**src/rtl/conv_mem_sequencer_if.sv**
```systemverilog
// ---------------------------------------------------------------------------
// conv_mem_sequencer_if
// Bundles the host/convolver-facing signals of conv_mem_sequencer.
//
// Optional feature macro used by the sequencer: CONV_SEQ_ERRFLAG_EN (drives error).
//
// Signals
//   img_length   host -> seq   block length in words
//   load         host -> seq   request LOAD phase
//   sop          host -> seq   start of processing
//   valid        host -> seq   word strobe, rising edge = one word
//   read_add     seq  -> mem   memory read address
//   write_add    seq  -> mem   memory write address
//   wr_en        seq  -> mem   convolver result write enable
//   fms2con_vld  seq  -> conv  valid to convolver
//   sopross      seq  -> host  processing in progress
//   eop          seq  -> host  results ready for readout
//   change_block seq  -> host  one-cycle pulse at end of LOAD or READ
//   block_idx    seq  -> host  current memory block
//   state        seq  -> host  IDLE=0 LOAD=1 PROC=2 DONE=3 READ=4
//   error        seq  -> host  sticky protocol error
//
// Modports
//   master : host / test side (drives requests, observes sequencer)
//   slave  : sequencer side
// ---------------------------------------------------------------------------
interface conv_mem_sequencer_if #(
  parameter int NB_ADDRESS = 10,
  parameter int NB_IMAGE   = 10,
  parameter int NB_BLKIDX  = 2
);
  logic [NB_IMAGE-1:0]   img_length;
  logic                  load;
  logic                  sop;
  logic                  valid;
  logic [NB_ADDRESS-1:0] read_add;
  logic [NB_ADDRESS-1:0] write_add;
  logic                  wr_en;
  logic                  fms2con_vld;
  logic                  sopross;
  logic                  eop;
  logic                  change_block;
  logic [NB_BLKIDX-1:0]  block_idx;
  logic [2:0]            state;
  logic                  error;

  modport master (
    output img_length, load, sop, valid,
    input  read_add, write_add, wr_en, fms2con_vld, sopross, eop,
           change_block, block_idx, state, error
  );

  modport slave (
    input  img_length, load, sop, valid,
    output read_add, write_add, wr_en, fms2con_vld, sopross, eop,
           change_block, block_idx, state, error
  );
endinterface

```
**src/rtl/conv_mem_sequencer.sv**
```systemverilog
// ---------------------------------------------------------------------------
// conv_mem_sequencer
// Address and phase sequencer for the 2D-convolution block memory. Three
// phases share one memory block:
//   LOAD : host writes an image block, one word per valid rising edge
//   PROC : block streamed to the convolver; results written back once the
//          convolver pipeline (CONV_LATENCY) has filled
//   READ : results streamed back to the host, one word per valid edge
// Blocks are rotated through NB_BLOCK buffers; block_idx advances at the end
// of every LOAD and READ.
//
// Optional feature: define CONV_SEQ_ERRFLAG_EN to build the sticky protocol
// error flag. Without it, error is tied low.
//
// Ports
//   i_CLK    clock
//   i_reset  synchronous, active-high reset
//   bus      conv_mem_sequencer_if.slave (see interface file for signals)
//
// States
//   state | meaning
//   IDLE  | counters cleared, waiting for load / sop / readout request
//   LOAD  | host writing words, address = word count
//   PROC  | streaming to convolver, delayed write-back of results
//   DONE  | results ready, waiting for sop to drop
//   READ  | host reading results, address = word count
// ---------------------------------------------------------------------------
module conv_mem_sequencer #(
  parameter int NB_ADDRESS   = 10,
  parameter int NB_IMAGE     = 10,
  parameter int CONV_LATENCY = 6,
  parameter int KERNEL_SIZE  = 3,
  parameter int NB_BLOCK     = 4,
  parameter int NB_BLKIDX    = 2
) (
  input  logic                 i_CLK,
  input  logic                 i_reset,
  conv_mem_sequencer_if.slave  bus
);

  typedef enum logic [2:0] {
    ST_IDLE = 3'd0,
    ST_LOAD = 3'd1,
    ST_PROC = 3'd2,
    ST_DONE = 3'd3,
    ST_READ = 3'd4
  } state_t;

  localparam logic [NB_ADDRESS-1:0] ONE_A    = NB_ADDRESS'(1);
  localparam logic [NB_ADDRESS-1:0] KSIZE_A  = NB_ADDRESS'(KERNEL_SIZE);
  localparam logic [NB_ADDRESS-1:0] LAT_A    = NB_ADDRESS'(CONV_LATENCY);
  localparam logic [NB_BLKIDX-1:0]  BLK_ONE  = NB_BLKIDX'(1);
  localparam logic [NB_BLKIDX-1:0]  BLK_LAST = NB_BLKIDX'(NB_BLOCK - 1);

  state_t                state_q;
  state_t                state_nx;

  logic [NB_IMAGE-1:0]   len_q;
  logic [NB_ADDRESS-1:0] cnt_q;
  logic [NB_ADDRESS-1:0] rd_cnt_q;
  logic [NB_ADDRESS-1:0] wr_cnt_q;
  logic                  valid_q;

  logic                  fms2con_vld_q;
  logic                  sopross_q;
  logic                  eop_q;
  logic                  change_block_q;
  logic [NB_BLKIDX-1:0]  block_idx_q;

  logic [NB_ADDRESS-1:0] read_add_c;
  logic [NB_ADDRESS-1:0] write_add_c;
  logic                  wr_en_c;

  // All length arithmetic is modular at address width.
  logic [NB_ADDRESS-1:0] len_a;
  logic [NB_ADDRESS-1:0] len_m1;
  logic [NB_ADDRESS-1:0] len_mk;
  logic [NB_ADDRESS-1:0] read_sat;
  logic                  short_len;
  logic                  valid_edge;
  logic                  proc_wr;
  logic                  last_wr;
  logic                  load_done;
  logic                  read_done;
  logic [NB_BLKIDX-1:0]  block_idx_nx;

  assign len_a      = NB_ADDRESS'(len_q);
  assign len_m1     = len_a - ONE_A;
  assign len_mk     = len_a - KSIZE_A;
  assign read_sat   = len_mk + ONE_A;
  assign short_len  = (len_a < KSIZE_A);
  assign valid_edge = bus.valid & ~valid_q;

  // Write-back starts once the read pointer is CONV_LATENCY ahead; a short
  // block produces no convolver output at all.
  assign proc_wr   = (state_q == ST_PROC) && !short_len && (rd_cnt_q >= LAT_A);
  assign last_wr   = proc_wr && (wr_cnt_q == len_mk);
  assign load_done = (state_q == ST_LOAD) && (cnt_q == len_a) && !bus.load;
  assign read_done = (state_q == ST_READ) && (cnt_q == read_sat);

  assign block_idx_nx = (block_idx_q == BLK_LAST) ? '0 : block_idx_q + BLK_ONE;

  // -------------------------------------------------------------------------
  // FSM: state register
  // -------------------------------------------------------------------------
  always_ff @(posedge i_CLK) begin
    if (i_reset) begin
      state_q <= ST_IDLE;
    end else begin
      state_q <= state_nx;
    end
  end

  // -------------------------------------------------------------------------
  // FSM: next state
  // -------------------------------------------------------------------------
  always_comb begin
    state_nx = state_q;
    case (state_q)
      ST_IDLE: begin
        // load and sop together is ambiguous: stay put
        if (bus.load && !bus.sop && !eop_q) begin
          state_nx = ST_LOAD;
        end else if (!bus.load && bus.sop && !eop_q) begin
          state_nx = ST_PROC;
        end else if (!bus.load && !bus.sop && eop_q) begin
          state_nx = ST_READ;
        end
      end
      ST_LOAD: begin
        if (load_done) begin
          state_nx = ST_IDLE;
        end
      end
      ST_PROC: begin
        if (short_len || last_wr) begin
          state_nx = ST_DONE;
        end
      end
      ST_DONE: begin
        if (!bus.sop) begin
          state_nx = ST_IDLE;
        end
      end
      ST_READ: begin
        if (read_done) begin
          state_nx = ST_IDLE;
        end
      end
      default: state_nx = ST_IDLE;
    endcase
  end

  // -------------------------------------------------------------------------
  // FSM: combinational outputs (addresses and write enable)
  // -------------------------------------------------------------------------
  always_comb begin
    read_add_c  = '0;
    write_add_c = '0;
    wr_en_c     = 1'b0;
    case (state_q)
      ST_LOAD: begin
        read_add_c  = cnt_q;
        write_add_c = cnt_q;
      end
      ST_PROC: begin
        read_add_c = rd_cnt_q;
        wr_en_c    = proc_wr;
        if (proc_wr) begin
          write_add_c = wr_cnt_q;
        end
      end
      ST_READ: begin
        read_add_c = cnt_q;
      end
      default: begin
      end
    endcase
  end

  // -------------------------------------------------------------------------
  // Counters and registered status outputs
  // -------------------------------------------------------------------------
  always_ff @(posedge i_CLK) begin
    // Edge detector history runs through reset so a level held across reset
    // is not mistaken for a new word.
    valid_q <= bus.valid;
    if (i_reset) begin
      len_q          <= bus.img_length;
      cnt_q          <= '0;
      rd_cnt_q       <= '0;
      wr_cnt_q       <= '0;
      fms2con_vld_q  <= 1'b0;
      sopross_q      <= 1'b0;
      eop_q          <= 1'b0;
      change_block_q <= 1'b0;
      block_idx_q    <= '0;
    end else begin
      change_block_q <= 1'b0;
      case (state_q)
        ST_IDLE: begin
          cnt_q    <= '0;
          rd_cnt_q <= '0;
          wr_cnt_q <= '0;
          if (state_nx == ST_LOAD) begin
            len_q <= bus.img_length;
          end
          if (state_nx == ST_PROC) begin
            fms2con_vld_q <= 1'b1;
            sopross_q     <= 1'b1;
          end
        end
        ST_LOAD: begin
          if (valid_edge && (cnt_q < len_a)) begin
            cnt_q <= cnt_q + ONE_A;
          end
          if (load_done) begin
            change_block_q <= 1'b1;
            block_idx_q    <= block_idx_nx;
          end
        end
        ST_PROC: begin
          if (rd_cnt_q < len_m1) begin
            rd_cnt_q <= rd_cnt_q + ONE_A;
          end
          if (proc_wr && (wr_cnt_q < len_mk)) begin
            wr_cnt_q <= wr_cnt_q + ONE_A;
          end
          if (short_len || last_wr) begin
            eop_q         <= 1'b1;
            fms2con_vld_q <= 1'b0;
            sopross_q     <= 1'b0;
          end
        end
        ST_READ: begin
          if (valid_edge && (cnt_q < read_sat)) begin
            cnt_q <= cnt_q + ONE_A;
          end
          if (read_done) begin
            change_block_q <= 1'b1;
            eop_q          <= 1'b0;
            block_idx_q    <= block_idx_nx;
          end
        end
        default: begin
        end
      endcase
    end
  end

  // -------------------------------------------------------------------------
  // Optional sticky protocol-error flag
  // -------------------------------------------------------------------------
`ifdef CONV_SEQ_ERRFLAG_EN
  logic error_q;
  logic err_both;
  logic err_edge;
  logic err_short;

  assign err_both  = (state_q == ST_IDLE) && bus.load && bus.sop;
  assign err_edge  = ((state_q == ST_PROC) || (state_q == ST_DONE)) && valid_edge;
  assign err_short = (state_q == ST_IDLE) && (state_nx == ST_PROC) && short_len;

  always_ff @(posedge i_CLK) begin
    if (i_reset) begin
      error_q <= 1'b0;
    end else if (err_both || err_edge || err_short) begin
      error_q <= 1'b1;
    end
  end

  assign bus.error = error_q;
`else
  assign bus.error = 1'b0;
`endif

  assign bus.read_add     = read_add_c;
  assign bus.write_add    = write_add_c;
  assign bus.wr_en        = wr_en_c;
  assign bus.fms2con_vld  = fms2con_vld_q;
  assign bus.sopross      = sopross_q;
  assign bus.eop          = eop_q;
  assign bus.change_block = change_block_q;
  assign bus.block_idx    = block_idx_q;
  assign bus.state        = state_q;

endmodule

```
**src/flat_wrapper.sv**
```systemverilog
// flat-port wrapper written by rule: the top's interface ports become plain ports
module conv_mem_sequencer_flat 
#(
  parameter int NB_ADDRESS   = 10,
  parameter int NB_IMAGE     = 10,
  parameter int CONV_LATENCY = 6,
  parameter int KERNEL_SIZE  = 3,
  parameter int NB_BLOCK     = 4,
  parameter int NB_BLKIDX    = 2
)
  (i_CLK, i_reset, bus_img_length, bus_load, bus_sop, bus_valid, bus_read_add, bus_write_add, bus_wr_en, bus_fms2con_vld, bus_sopross, bus_eop, bus_change_block, bus_block_idx, bus_state, bus_error);
  conv_mem_sequencer_if #(.NB_ADDRESS(NB_ADDRESS), .NB_IMAGE(NB_IMAGE), .NB_BLKIDX(NB_BLKIDX)) bus_i ();
  input  logic i_CLK;
  input  logic i_reset;
  input wire logic [$bits(bus_i.img_length)-1:0] bus_img_length;
  input wire logic [$bits(bus_i.load)-1:0] bus_load;
  input wire logic [$bits(bus_i.sop)-1:0] bus_sop;
  input wire logic [$bits(bus_i.valid)-1:0] bus_valid;
  output wire logic [$bits(bus_i.read_add)-1:0] bus_read_add;
  output wire logic [$bits(bus_i.write_add)-1:0] bus_write_add;
  output wire logic [$bits(bus_i.wr_en)-1:0] bus_wr_en;
  output wire logic [$bits(bus_i.fms2con_vld)-1:0] bus_fms2con_vld;
  output wire logic [$bits(bus_i.sopross)-1:0] bus_sopross;
  output wire logic [$bits(bus_i.eop)-1:0] bus_eop;
  output wire logic [$bits(bus_i.change_block)-1:0] bus_change_block;
  output wire logic [$bits(bus_i.block_idx)-1:0] bus_block_idx;
  output wire logic [$bits(bus_i.state)-1:0] bus_state;
  output wire logic [$bits(bus_i.error)-1:0] bus_error;
  assign bus_i.img_length = bus_img_length;
  assign bus_i.load = bus_load;
  assign bus_i.sop = bus_sop;
  assign bus_i.valid = bus_valid;
  assign bus_read_add = bus_i.read_add;
  assign bus_write_add = bus_i.write_add;
  assign bus_wr_en = bus_i.wr_en;
  assign bus_fms2con_vld = bus_i.fms2con_vld;
  assign bus_sopross = bus_i.sopross;
  assign bus_eop = bus_i.eop;
  assign bus_change_block = bus_i.change_block;
  assign bus_block_idx = bus_i.block_idx;
  assign bus_state = bus_i.state;
  assign bus_error = bus_i.error;
  conv_mem_sequencer #(.NB_ADDRESS(NB_ADDRESS), .NB_IMAGE(NB_IMAGE), .CONV_LATENCY(CONV_LATENCY), .KERNEL_SIZE(KERNEL_SIZE), .NB_BLOCK(NB_BLOCK), .NB_BLKIDX(NB_BLKIDX)) u_core (.i_CLK(i_CLK), .i_reset(i_reset), .bus(bus_i));
endmodule
```
**config.mk**
```make
export PLATFORM = sky130hd
export DESIGN_NAME = conv_mem_sequencer_flat
export DESIGN_NICKNAME = d
export VERILOG_FILES = /design/src/rtl/conv_mem_sequencer_if.sv /design/src/rtl/conv_mem_sequencer.sv /design/src/flat_wrapper.sv
export SDC_FILE = /design/constraint.sdc
export NUM_CORES = 1
export LEC_CHECK = 0
export CORE_AREA = 2 2 83 85
export CTS_CLUSTER_DIAMETER = 200
export DETAILED_ROUTE_END_ITERATION = 8
export DIE_AREA = 0 0 85 87
export GPL_ROUTABILITY_DRIVEN = 0
export GPL_TIMING_DRIVEN = 0
export PLACE_DENSITY = 0.83
export SLEW_MARGIN = 0
export SYNTH_ARGS = -nofsm -noshare
export SYNTH_HDL_FRONTEND = slang
export SYNTH_SLANG_ARGS = --single-unit
```
**constraint.sdc**
```tcl
create_clock -name i_CLK -period 9 [get_ports i_CLK]
set_clock_uncertainty 0.15 [all_clocks]
set_input_delay 1.35 -clock i_CLK [delete_from_list [all_inputs] [get_ports i_CLK]]
set_output_delay 1.35 -clock i_CLK [all_outputs]
set_load 0.02 [all_outputs]
```
Word level (Yosys, flattened, before mapping)
Index checks and enable logic that the tools add are counted.
{"block": "word_totals", "ff_bits": 49, "input_bits": 15, "out_inout_bits": 31, "wordCells": 113}
{"block": "op_classes", "n_addsub": 7, "magnitude_cmp": 6, "n_eq_ne": 18, "muxes": 35, "n_bitwise": 2, "n_reduce_logical": 35}
{"op": "$mux W10", "n": 8}
{"op": "$pmux W10 S2", "n": 4}
{"op": "$add A10 B1 Y10 const B", "n": 4}
{"op": "$lt A10 B10 Y1", "n": 4}
{"op": "$eq A10 B10 Y1", "n": 3}
{"op": "$pmux W10 S3", "n": 1}
{"op": "$mux W3", "n": 7}
{"op": "$logic_and A1 B1 Y1", "n": 15}
{"op": "$pmux W3 S5", "n": 1}
{"op": "$reduce_and A3 Y1", "n": 4}
{"op": "$ge A10 B3 Y1 const B", "n": 1}
{"op": "$lt A10 B2 Y1 const B", "n": 1}
{"op": "$ne A2 B2 Y1 const B", "n": 5}
{"op": "$reduce_bool A2 Y1", "n": 5}
{"op": "$sub A10 B1 Y10 const B", "n": 1}
{"op": "$sub A10 B2 Y10 const B", "n": 1}
{"op": "$eq A3 B2 Y1 const B", "n": 3}
{"op": "$mux W1", "n": 7}
{"op": "$eq A3 B1 Y1 const B", "n": 2}
{"op": "$mux W2", "n": 3}
{"op": "$ne A2 B1 Y1 const B", "n": 3}
{"op": "$pmux W1 S2", "n": 3}
{"op": "$reduce_and A2 Y1", "n": 3}
{"op": "$logic_not A1 Y1", "n": 4}
{"op": "10 further kinds", "n": 10}

Depth between registers and ports, before layout
{"block": "depth", "ltp_word": 12, "mapped_depth": 15}

Worst setup path before layout
Ideal clock, no wire load.
{"block": "synth_path", "path_kind": "register to register", "from": "register u_core.len_q[0] (netlist: u_core.len_a[0])", "to": "register u_core.cnt_q[8]", "arrival_time_ns": 3.485, "required_time_ns": 8.778, "setup_slack_ns": 5.293, "path_stages_with_launch": 16, "period_less_slack_ns": 3.707, "cell_sequence": "edfxtp_1 -> ha_1 -> xnor2_1 -> nand3_1 -> or3_1 -> nor3_4 -> nor3b_2 -> xor2_1 -> ha_1 -> nand4_1 -> nor2_1 -> a221oi_1 -> o221ai_2 -> buf_6 -> nor3_2 -> mux2i_1"}
{"block": "synth_via", "elab_chain_len": 6, "elab_cells_between_ends": 9, "classes_between": "add/sub (2); order compare (2); eq/ne (2); reduce/logical (3)"}
{"element": "start: declaration", "line_no": "conv_mem_sequencer.sv:58", "source": "logic [NB_IMAGE-1:0] len_q;"}
{"element": "start signal: assignment", "line_no": "conv_mem_sequencer.sv:189", "source": "len_q <= bus.img_length;"}
{"element": "start signal: assignment", "line_no": "conv_mem_sequencer.sv:206", "source": "len_q <= bus.img_length;"}
{"element": "$sub A10 B2 Y10", "line_no": "conv_mem_sequencer.sv:89", "source": "assign len_mk = len_a - KSIZE_A;"}
{"element": "$add A10 B1 Y10", "line_no": "conv_mem_sequencer.sv:90", "source": "assign read_sat = len_mk + ONE_A;"}
{"element": "$lt A10 B10 Y1", "line_no": "conv_mem_sequencer.sv:236", "source": "if (valid_edge && (cnt_q < read_sat)) begin"}
{"element": "$logic_and A1 B1 Y1", "line_no": "conv_mem_sequencer.sv:236"}
{"element": "$ne A2 B2 Y1 (no line)"}
{"element": "$reduce_and A3 Y1 (no line) *"}
{"element": "end signal: assignment", "line_no": "conv_mem_sequencer.sv:215", "source": "cnt_q <= cnt_q + ONE_A;"}
{"element": "end signal: assignment", "line_no": "conv_mem_sequencer.sv:237", "source": "cnt_q <= cnt_q + ONE_A;"}
{"element": "end: declaration", "line_no": "conv_mem_sequencer.sv:59", "source": "logic [NB_ADDRESS-1:0] cnt_q;"}
Every way passes the cells marked *; elsewhere a longest branch is shown, timed or not.
A chain may end at the register's enable or synchronous reset.

Worst setup path after layout
{"block": "layout_path", "from": "register u_core.len_q[0] (netlist: u_core.len_a[0])", "to": "output port bus_write_add[8]"}
{"block": "layout_via", "elab_chain_len": 6}
{"element": "$lt A10 B2 Y1", "line_no": "conv_mem_sequencer.sv:91", "source": "assign short_len = (len_a < KSIZE_A);"}
{"element": "$logic_not A1 Y1", "line_no": "conv_mem_sequencer.sv:96", "source": "assign proc_wr = (state_q == ST_PROC) && !short_len && (rd_cnt_q >= LAT_A);"}
{"element": "$logic_and A1 B1 Y1 (2 in a row)", "line_no": "conv_mem_sequencer.sv:96"}
{"element": "$mux W10", "line_no": "conv_mem_sequencer.sv:169", "source": "if (proc_wr) begin"}
{"element": "$pmux W10 S2", "line_no": "conv_mem_sequencer.sv:161", "source": "case (state_q)"}
{"element": "end: declaration", "line_no": "flat_wrapper.sv:20", "source": "output wire logic [$bits(bus_i.write_add)-1:0] bus_write_add;"}
No other way between the ends.

==> results.toml <==
[pwr]
leakage_uw = 0.001709
p_sw_uw = 159.2
clkPwrFrac_pct = 29.0
power_density_nw_per_um2 = 109.6
comb_power_share_pct = 22.8
worst_ir_drop_vdd_uv = 98.65
internal_power_uw = 331.3
swShare_pct = 32.46
seq_power_share_pct = 48.2

[grt]
grt_usage_pct = 27.86
grt_pass1_wl_um = 16420
grt-ovfl-total = 0
grt_max_degree = 18
grt_pass1_vias = 3373
antenna_found_initial = 0

[synthesis]
synth_edf_count = 10
ys.flop_type = "dfxtp_1"
ys_types = 55
ys_seq_area_share_pct = 28.15
synthesis.instances = 436
ys_ff_latch = 49
async_flop_share_pct = 0
syn-num-nets = 497
yosysWarnings = 0
syn_area_um2 = 3840
postSynthAreaPerCell_um2 = 8.807

[outcome]
status = "complete, no violations"

[layout]
mostFrequentLayoutCell = "ha_1"
syn2layout_area_growth_pct = 16.52
diodes = 0
final_cell_mix = "ha_1 (46), clkdlybuf4s50_1 (44), dfxtp_1 (39), a21oi_1 (36), nand2_1 (33)"
nNetsFinal = 548
finish.utilization_pct = 68.11
multi_input_area_um2 = 2565
regArea_um2 = 1081
drive_above_1_share_pct = 8.607
fillers = 550

[clock_network]
htree_levels = 2
cts_hold_buf = 0
cts.sinks = 49
cts_buffer_depth = 2
cts_made_buffers = 5
cts-root-buf = "clkbuf_8"
insertion_delay_ns = 0.32
cts_tree = "done"
cts_resized = 0
clk_pin_slew_worst_paths_ns = 0.10
postCtsSetupBuffers = 0

[timing]
drv_slew = 0
setup_viol = 0
max_freq_ghz = 0.2149
fin_crit_ns = 4.654
timing.setup.tns_ns = 0
finalHoldViolCount = 0
period_share_pct = 51.71
rsz0062_at_grt = "false"
holdWs_ns = 0.3313
worst_pin_slew_ns = 0.6164
max-slew-margin-rel_pct = 58.91

[critical_path]
crit_top_cell = "nor3b_4"
critPathSlowestCell = "edfxtp_1"
cpPeakStageDelay_ns = 0.56
arrival_ns = 3.15
cp_max_fo = 10
start_kind = "flip-flop"
crit_type = "flip-flop to primary output"
path_cells = "ha_1, or4_4, nor3b_4, nor3b_4, clkbuf_1, a22o_1, clkdlybuf4s50_1"
required_ns = 7.50
worstSetupEndpointType = "primary output"

[routing]
viasPerCell = 6.401
ant_nets = 0
wirelength_um = 10270
drt_iter0_markers = 304
firstDrtPassIters = 6
drc_errors = 0
wire_per_inst_um = 18.08
num_vias = 3636

[die]
die_w_um = 85
dieArea_um2 = 7395
num_rows = 30
start_util_pct = 58.46
die_h_um = 87
num_io_pins = 46
core_um2 = 6569

[run]
maxCapViolations = 0

[placement]
port_buffers = 44
dp_hpwl_um = 7575

[hold_path]
holdCritPathClass = "flip-flop to flip-flop"
## worst max-delay path, delay by kind of cell, from the launching register on
family	cells	cell delay, ns
adder cells (fa/ha/maj)	1	0.32
buffers and inverters	2	0.78
flip-flops	1	0.56
AO/OA/AOI/OAI	1	0.29
AND/OR/NAND/NOR	3	0.89
## sequential cells by signal (all words and copies together) (netlist names)
signal / cells
u_core.valid_q: 1
u_core.wr_cnt_q: 10
u_core.len_a: 10
u_core.rd_cnt_q: 10
u_core.bus.block_idx: 2
u_core.bus.fms2con_vld: 1
u_core.bus.state: 3
u_core.cnt_q: 10
u_core.bus.change_block: 1
u_core.bus.eop: 1
## final timing paths
path / start / to / slack [ns] / cells past startpoint
worst min-delay path: u_core.bus.fms2con_vld$_SDFFE_PP0P_ / u_core.bus.fms2con_vld$_SDFFE_PP0P_ / 0.33 / 2
worst max register to register: u_core.len_a[0]$_DFFE_PP_ / u_core.cnt_q[8]$_SDFFE_PP0P_ / 4.53 / 15
worst max-delay path: u_core.len_a[0]$_DFFE_PP_ / bus_write_add[8] / 4.35 / 7
worst min register to register: u_core.bus.fms2con_vld$_SDFFE_PP0P_ / u_core.bus.fms2con_vld$_SDFFE_PP0P_ / 0.33 / 2
## Yosys cell counts (all sizes together), types with 10 or more instances
library cell  instances  share of area [%]
xnor2                20                5.0
nor3                 14                2.8
dfxtp                39                 20
or3                  18                2.9
buf                  10                2.2
a22o                 16                3.6
nand3                18                2.5
o21ai                27                3.5
a21oi                40                5.6
nor2                 19                2.1
nand4                13                2.1
inv                  23                2.2
edfxtp               10                7.8
ha                   46                 15
nand2                33                3.2
## per-stage QoR
stage	cells	area [um2]	setup WS (ns)	power (uW)
2_1_floorplan	436	3840	5.293	317.0
4_1_cts	568	4474	4.351	489.0
3_5_place_dp	560	4380	4.702	349.7
5_1_grt	568	4474	4.219	509.1
3_3_place_gp	560	4380	4.726	345.0
6_report	568	4474	4.346	490.5
## cells by family (layout without fill, tap and decap cells)
group	count (synthesis)	count (layout)	synth area share [%]
mux	6	6	1.564
flops	49	49	28.15
other cells	1	1	0.09766
fa+ha+maj	46	46	14.99
xor+xnor	27	27	6.549
simple gates	159	159	25.12
buf+inv	39	91	5.050
compound gates	109	109	18.47
## power by group through the flow
stage / clock [uW] / sequential (uW) / combinational, uW
after floorplan: 0 / 241 / 75.8
after global placement: 0 / 241 / 104
after detailed placement: 0 / 241 / 108
after CTS: 142 / 236 / 110
after global routing: 151 / 237 / 121
final: 142 / 236 / 112
## layout make-up
class	instances	area share [%]
plain buffers	16	2.405
clock buffers	5	1.538
clock inverters	3	0.5593
inverters	23	1.930
multi-input cells	348	57.33
flip-flops and latches	49	24.16
well taps	80	2.237
repair buffers	44	9.843
## per-layer routing
layer | vias up | routed length, um | global-route usage [%]
met2 | 160 | 4901 | 46.59
met5 | - | 0 | 0
met1 | 1721 | 4216 | 35.45
met3 | 36 | 746 | 4.739
li1 | 1719 | - | -
met4 | 0 | 407 | 12.12
Power figures use the tool's default switching activity.
